## config.mk

```make
export PLATFORM = sky130hd
export DESIGN_NAME = risc_prog_loader
export DESIGN_NICKNAME = d
export VERILOG_FILES = /design/src/rtl/risc_prog_loader.sv
export SDC_FILE = /design/constraint.sdc
export NUM_CORES = 1
export LEC_CHECK = 0
export CAP_MARGIN = 20
export CORE_MARGIN = 2
export CORE_UTILIZATION = 40
export CTS_CLUSTER_SIZE = 8
export DETAILED_ROUTE_END_ITERATION = 7
export GPL_TIMING_DRIVEN = 1
export MAX_ROUTING_LAYER = met4
export PLACE_DENSITY = 0.68
export SETUP_SLACK_MARGIN = 0.3
export SLEW_MARGIN = 20
export SYNTH_ARGS = -nofsm -noshare
export SYNTH_HDL_FRONTEND = slang
export SYNTH_SLANG_ARGS = --single-unit
```

## constraint.sdc

```tcl
create_clock -name clk -period 2.6 [get_ports clk]
set_clock_uncertainty 0.05 [all_clocks]
set_input_delay 0.52 -clock clk [delete_from_list [all_inputs] [get_ports clk]]
set_output_delay 0.52 -clock clk [all_outputs]
set_load 0.05 [all_outputs]
```

## src/rtl/risc_prog_loader.sv

```systemverilog
// risc_prog_loader: streams a program image into veri_Risc memory, resets the CPU, runs it and counts clocks to halt
module risc_prog_loader #(
  parameter int RST_CYCLES = 1,
  parameter int MAX_CYCLES = 4096
) (
  input  logic        clk,
  input  logic        rst,
  input  logic        start,
  input  logic [5:0]  load_len,
  input  logic        in_valid,
  input  logic [7:0]  in_data,
  output logic        in_ready,
  output logic [4:0]  mem_addr,
  output logic [7:0]  mem_wdata,
  output logic        mem_wr,
  output logic        cpu_rst,
  input  logic        cpu_halt,
  output logic        busy,
  output logic        done,
  output logic        timeout,
  output logic [15:0] cycles
);
  localparam logic [2:0] IDLE    = 3'd0;
  localparam logic [2:0] LOAD    = 3'd1;
  localparam logic [2:0] CPU_RST = 3'd2;
  localparam logic [2:0] RUN     = 3'd3;
  localparam logic [2:0] DONE    = 3'd4;
  localparam logic [2:0] TIMEOUT = 3'd5;
  logic [2:0] state;
  logic [5:0] cnt, len, len_c;
  logic [3:0] rcnt;
  logic       xfer, can_start;
  assign len_c     = load_len > 6'd32 ? 6'd32 : load_len;
  assign in_ready  = state == LOAD;
  assign xfer      = in_valid & in_ready;
  assign mem_wr    = xfer;
  assign mem_addr  = cnt[4:0];
  assign mem_wdata = in_data;
  assign cpu_rst   = !(state == RUN || state == DONE);
  assign busy      = state == LOAD || state == CPU_RST || state == RUN;
  assign done      = state == DONE;
  assign timeout   = state == TIMEOUT;
  assign can_start = state == IDLE || state == DONE || state == TIMEOUT;
  // sequencer: load bytes, hold cpu reset, count run clocks until halt or limit
  always_ff @(posedge clk) begin
    if (rst) begin
      state  <= IDLE;
      cnt    <= '0;
      len    <= '0;
      rcnt   <= '0;
      cycles <= '0;
    end else if (can_start) begin
      if (start) begin
        state  <= len_c == 6'd0 ? CPU_RST : LOAD;
        len    <= len_c;
        cnt    <= '0;
        rcnt   <= '0;
        cycles <= '0;
      end
    end else if (state == LOAD) begin
      if (xfer) begin
        cnt <= cnt + 6'd1;
        if (cnt == len - 6'd1) state <= CPU_RST;
      end
    end else if (state == CPU_RST) begin
      rcnt <= rcnt + 4'd1;
      if (rcnt == 4'(RST_CYCLES - 1)) state <= RUN;
    end else if (state == RUN) begin
      if (cpu_halt) state <= DONE;
      else if (cycles == 16'(MAX_CYCLES - 1)) begin
        cycles <= 16'(MAX_CYCLES);
        state  <= TIMEOUT;
      end else cycles <= cycles + 16'd1;
    end else state <= IDLE;
  end
endmodule

```

==> flow_summary.toml <==
[logic_synthesis]
postSynthAreaPerCell_um2 = 7.99
yosys_warnings = 0
yosys-top-cells-area = "dfxtp_1, nor2_1, nand2_1"
synth-async-reset-ratio_pct = 0
yosys.area_share.simple_pct = 30.5
synth_compound_area_share_pct = 17.3
synth-edff-count = 0
synthesis.instances = 264
synth_seq_area_share_pct = 33.2
yosysTopAreaCell = "dfxtp_1"
synthAdderAreaFrac_pct = 2.97
synthMuxAreaShare_pct = 0.475
ys.flop_type = "dfxtp_1"
synth_seq_cells = 35
yosysMostFrequentCell = "nor2_1"
synthTopCellsByCount = "nor2_1, dfxtp_1, nand2_1"
netlist_area_um2 = 2110
syn-num-nets = 288
synth_top_family_by_area = "simple AND/OR/NAND/NOR gates"
yosys.area_share.xor_xnor_pct = 7.06
synth_cell_type_count = 52
yosysTopAreaCellShare_pct = 33.2

[floorplan]
coreArea_um2 = 5110
die_h_um = 76.6
die_w_um = 76.6
initial_core_util_pct = 41.3
ios = 54
fp-row-count = 26
die-area_um2 = 5870

[cts]
cts_root_buf = "clkbuf_8"
insertion_delay_ns = 0.29
clk_pin_slew_worst_paths_ns = 0.07
cts_setup_buffers = 0
cts_sinks = 35
htree_levels = 2
clk_path_buf_depth = 2
cts_tree = "done"
cts_buffers = 5

[setup_path]
cp-start-kind = "flip-flop"
slowest_stage = "clkdlybuf4s50_1"
cp_max_fo = 7
crit_required_ns = 2.03
critPathBufInv = 1
max_stage_delay_ns = 0.85
crit_arrival_ns = 1.60
critPathTopFamily = "buffers and inverters"
end_kind = "output pin"
critPathKind = "flip-flop to output pin"
crit_chain = "clkdlybuf4s50_1"

[timing]
min_period_ns = 2.17
worst_slew_pin_slew_ns = 0.502
hold_viol = 0
final_max_slew_viol_count = 0
post-route-period-util_pct = 83.4
totalNegativeSetupSlack_ns = 0
maxSlewHeadroom_pct = 66.5
setup_viol_count_final = 0
fin_ws_ns = 0.431
rsz0062_at_grt = "false"
max_freq_ghz = 0.461

[route]
via_per_inst = 5.40
wl_mm = 5.00
drt_iter0_markers = 79
drc = 0
postRouteAntennaNets = 0
vias = 1975
drtPass1Iterations = 4
routedWlPerCell_um = 13.7

[placed_design]
dpl_worst_slack_ns = 0.298
io_buffers = 37
dp_hpwl_mm = 3.63
gp_congestion = 0.810

[pwr]
p_leak_nw = 0.958
vdd_ir_drop_max_mv = 0.455
power-per-cell-area_nw_per_um2 = 743
power.total_mw = 1.94

[grt]
grt-ovfl-total = 0
grtUsageTotal_pct = 18.3
grt_pass1_wl_mm = 8.54
grt_max_degree = 26
grt_antenna_before_repair = 0
grt_pass1_vias = 1841

[cells_and_area]
syn2layout_area_growth_pct = 23.6
num-nets-final = 319
final_util_pct = 51.0
fill_cells = 516
seq_area_um2 = 701
multi_input_area_um2 = 1230
layout-drive-gt1-share_pct = 10.5
num_antenna_cells = 0

[outcome]
outcome = "finished clean"

[flow_run]
maxCapViolations = 0

[worst_hold_path]
hold_class = "flip-flop to flip-flop"
## where the power goes
| part | switching [mW] | internal [mW] |
|---|---|---|
| registers | 0.0645 | 0.574 |
| logic | 0.490 | 0.297 |
| clock network | 0.201 | 0.310 |
## repair_timing
item,CTS,global route
gates cloned,0,0
hold buffers,0,0
setup endpoints to repair,3,1
resized for setup,3,1
## registers in the layout, indices dropped and copies added, names as in the netlist
register and count:
cycles 16, rcnt 4, state 3, len 6, cnt 6
## kinds of logic (layout without fill, tap and decap cells)
kind of cell,count (synthesis),count (layout)
AND/OR/NAND/NOR,125,125
AO/OA/AOI/OAI,53,53
flip-flops,35,35
buffers and inverters,28,60
XOR/XNOR,17,17
adder cells (fa/ha/maj),5,5
multiplexers,1,1
## worst min-delay path, cell delays in order (launching register included)
cell and delay, ns:
dfxtp_1 0.33, nand2_1 0.06, a21oi_1 0.05
## cell type report
| type | count | area share (%) |
|---|---|---|
| Multi-Input combinational cell | 201 | 47.4 |
| Sequential cell | 35 | 26.9 |
| Timing Repair Buffer | 46 | 17.0 |
| Clock buffer | 6 | 3.17 |
| Inverter | 6 | 0.865 |
| Clock inverter | 2 | 1.34 |
| Tap cell | 70 | 3.36 |
## per-layer routing
metal  track usage [%]  wire length (µm)  vias to the layer above
met5                 -                 0                        -
met4              6.73                76                        0
met3              3.20               242                        8
met2              27.9              2130                       48
met1              24.4              2560                      924
li1                  -                 -                      995
## worst paths after layout
check / start / to / slack (ns) / depth (start not counted)
hold reg to reg: len[5] / len[5] / 0.44 / 2
setup reg to reg: len[0] / state[0] / 0.57 / 7
setup / recovery: cycles[6] / cycles[6] / 0.43 / 1
hold / removal: len[5] / len[5] / 0.44 / 2
## placed cells by master (no fill, tap or decap), drive strengths merged, types with 4 or more instances in the layout
cell and count:
xnor2 10, buf 12, a311oi 4, clkbuf 6, nand3 6, dfxtp 35, nand2 29, ha 5
o21ai 8, nand3b 8, nand4 8, nor4 4, clkdlybuf4s50 30, nor3 7, nor2 41, xor2 7
a21oi 21, inv 6
## through the flow
stage | hold slack [ns] | instance area (µm²) | std cells
after floorplan | 0.398 | 2110 | 264
after global placement | 0.422 | 2490 | 358
after detailed placement | 0.431 | 2490 | 358
after CTS | 0.441 | 2600 | 366
after global routing | 0.464 | 2610 | 366
final | 0.437 | 2610 | 366
No activity file was read; power rests on OpenSTA's default activity.
==> edit: new RTL, same settings <==
Make the reset (`rst`) asynchronous in one clocked block.
--- a/src/rtl/risc_prog_loader.sv
+++ b/src/rtl/risc_prog_loader.sv
@@ -42,7 +42,7 @@
   assign timeout   = state == TIMEOUT;
   assign can_start = state == IDLE || state == DONE || state == TIMEOUT;
   // sequencer: load bytes, hold cpu reset, count run clocks until halt or limit
-  always_ff @(posedge clk) begin
+  always_ff @(posedge clk or posedge rst) begin
     if (rst) begin
       state  <= IDLE;
       cnt    <= '0;
Formal check against the unedited RTL: differs if rst is asserted again (counterexample within 4 cycles, from zero or initial values and one cycle with rst high); with rst held inactive, the same outputs for 10 cycles.
==> edit against the original RTL <==
Count of clock-buffer cells in the layout unchanged. Sequential cell count unchanged. Non-clock buffer count down 5. Cell area down 2.6%. Via count down 15%. Power up 11%. Routed wire length down 13%. Die area down 0.90%. Hold slack better by 0.023 ns. Worst setup slack worse by 0.0073 ns. Synthesized area down 0.95%. Global-route usage down 2.2 points. Register-to-register slack worse by 0.12 ns. Largest cell class unchanged.
==> edit: results (changes against the original RTL) <==
* Status: completed (unchanged)
* Port bufs at 37 (unchanged)
* Initial DRC Count at 91 (was 79)
* Yosys cell types at 45 (was 52)
* Synth warn at 0 (unchanged)
* Top Registers: cycles (16), cnt (6), len (6) (unchanged)
* Mapped Nets at 248 (was 288)
* CTS buffer count at 5 (unchanged)
* Routability cong. at 0.796 (was 0.810)
* Drt first pass iters at 4 (unchanged)
* Max VDD drop at 0.484 mV (was 0.455 mV)
* CP max-delay cell: clkdlybuf4s50_1 (unchanged)
* H-tree depth at 2 (unchanged)
* Initial antenna violation count at 0 (unchanged)
* Biggest cell delay along the critical path at 0.85 ns (about the same)
* Max-slew headroom at 0.582 (was 0.665)
* DP Wirelength at 3160 µm (was 3630 µm)
* Clock latency on the worst-skew pair at 0.28 ns
* Vias in the first global route at 1548 (was 1841)
* Dominant synthesized flop cell: dfrtp_1 (was dfxtp_1)
* Root Driver: clkbuf_8 (unchanged)
* CTS max path bufs at 2 (unchanged)
* Slack of the worst reg-to-reg path at 0.45 ns (was 0.57 ns)
* Ant diodes at 0 (unchanged)
* Routed WL at 4370 µm (was 5000 µm)
* Largest net degree at the start of global routing at 36 (was 26)
* Pleak at 1.05 nW (was 0.958 nW)
* First-pass GRT wire length at 7420 µm (was 8540 µm)
* Layout cells sized above 1 at 0.107 (was 0.105)
* Area contributors post-synth: dfrtp_1 (42%), xnor2_1 (5.9%), buf_4 (5.0%) (was dfxtp_1 (33%), nor2_1 (7.3%), nand2_1 (5.2%))
* Clk pin slew, worst setup/hold paths at 0.07 ns (about the same)
* Post-synthesis sequential area ratio at 0.419 (was 0.332)
* Worst-path fanout max at 8 (was 7)
* Async S/R FF share, synth at 1.00 (was 0)
* Nets at 277 (was 319)
* Commonest cells in the netlist: dfrtp_1 (35), nor2_1 (28), nand2_1 (23) (was nor2_1 (41), dfxtp_1 (35), nand2_1 (29))
* Vias per std cell at 5.21 (was 5.40)
* Total GRT Usage at 0.161 (was 0.183)
* Hold crit path type: reg -> reg (unchanged)
* Crit path max-delay family: buffers and inverters (unchanged)
[edit: layout make-up]
cell class | instances | area [µm²]
tap | 70 | 87.6
clock buffer | 6 | 82.6
clock inverter | 1 | 5.00
multi-input combinational | 162 | 1050
inverter | 8 | 30.0
sequential | 35 | 877
fill | 513 | 2540
timing repair buffer | 41 | 399
[edit: worst register-to-register path, cell delays in order, from the launching register on]
cell	delay [ns]
dfrtp_1	0.45
and4_1	0.36
nand2_1	0.18
o32a_1	0.39
nor2_2	0.45
a2111oi_0	0.14
[edit: cell families after synthesis]
logic type               count (synthesis)  share of synthesized area
AND/OR/NAND/NOR                        102                      0.263
XOR/XNOR                                21                     0.0881
adder cells (fa/ha/maj)                  5                     0.0300
buffers and inverters                   27                     0.0779
multiplexers                             3                     0.0144
AO/OA/AOI/OAI                           31                      0.107
flip-flops                              35                      0.419
[edit: layer usage]
metal	wire, µm	GRT usage
met5	0	-
met2	2040	0.242
met4	34	0.0509
met1	2110	0.216
met3	186	0.0391
[edit: repair_timing]
action / in CTS / in global routing
cloned: 0 / 0
hold buffers: 0 / 0
endpoints found under the setup margin: 2 / 1
resized for setup: 2 / 1
buffers inserted: 0 / 0
[edit: report_power, final]
group          internal, mW  total [mW]  switching, mW
sequential            0.661       0.816          0.155
clock                 0.208       0.399          0.191
combinational         0.373       0.928          0.555
[edit: worst paths after layout]
path                            start         end  depth (start not counted)
min in group asynchronous         rst      cnt[3]                          3
setup / recovery           cycles[11]  cycles[11]                          1
hold reg to reg                len[5]      len[5]                          2
setup reg to reg            cycles[7]  cycles[10]                          5
hold / removal                 len[5]      len[5]                          2
max in group asynchronous         rst    state[0]                          3
[edit: per-stage QoR]
stage	cells	setup WS (ns)	hold slack (ns)	cell area, µm²	power [mW]
after floorplan	224	0.401	0.415	2090	1.56
after global routing	323	0.319	0.493	2540	2.29
final	323	0.424	0.460	2540	2.14
after CTS	323	0.386	0.465	2530	2.17
after global placement	316	0.269	0.437	2450	1.74
after detailed placement	316	0.235	0.448	2450	1.75
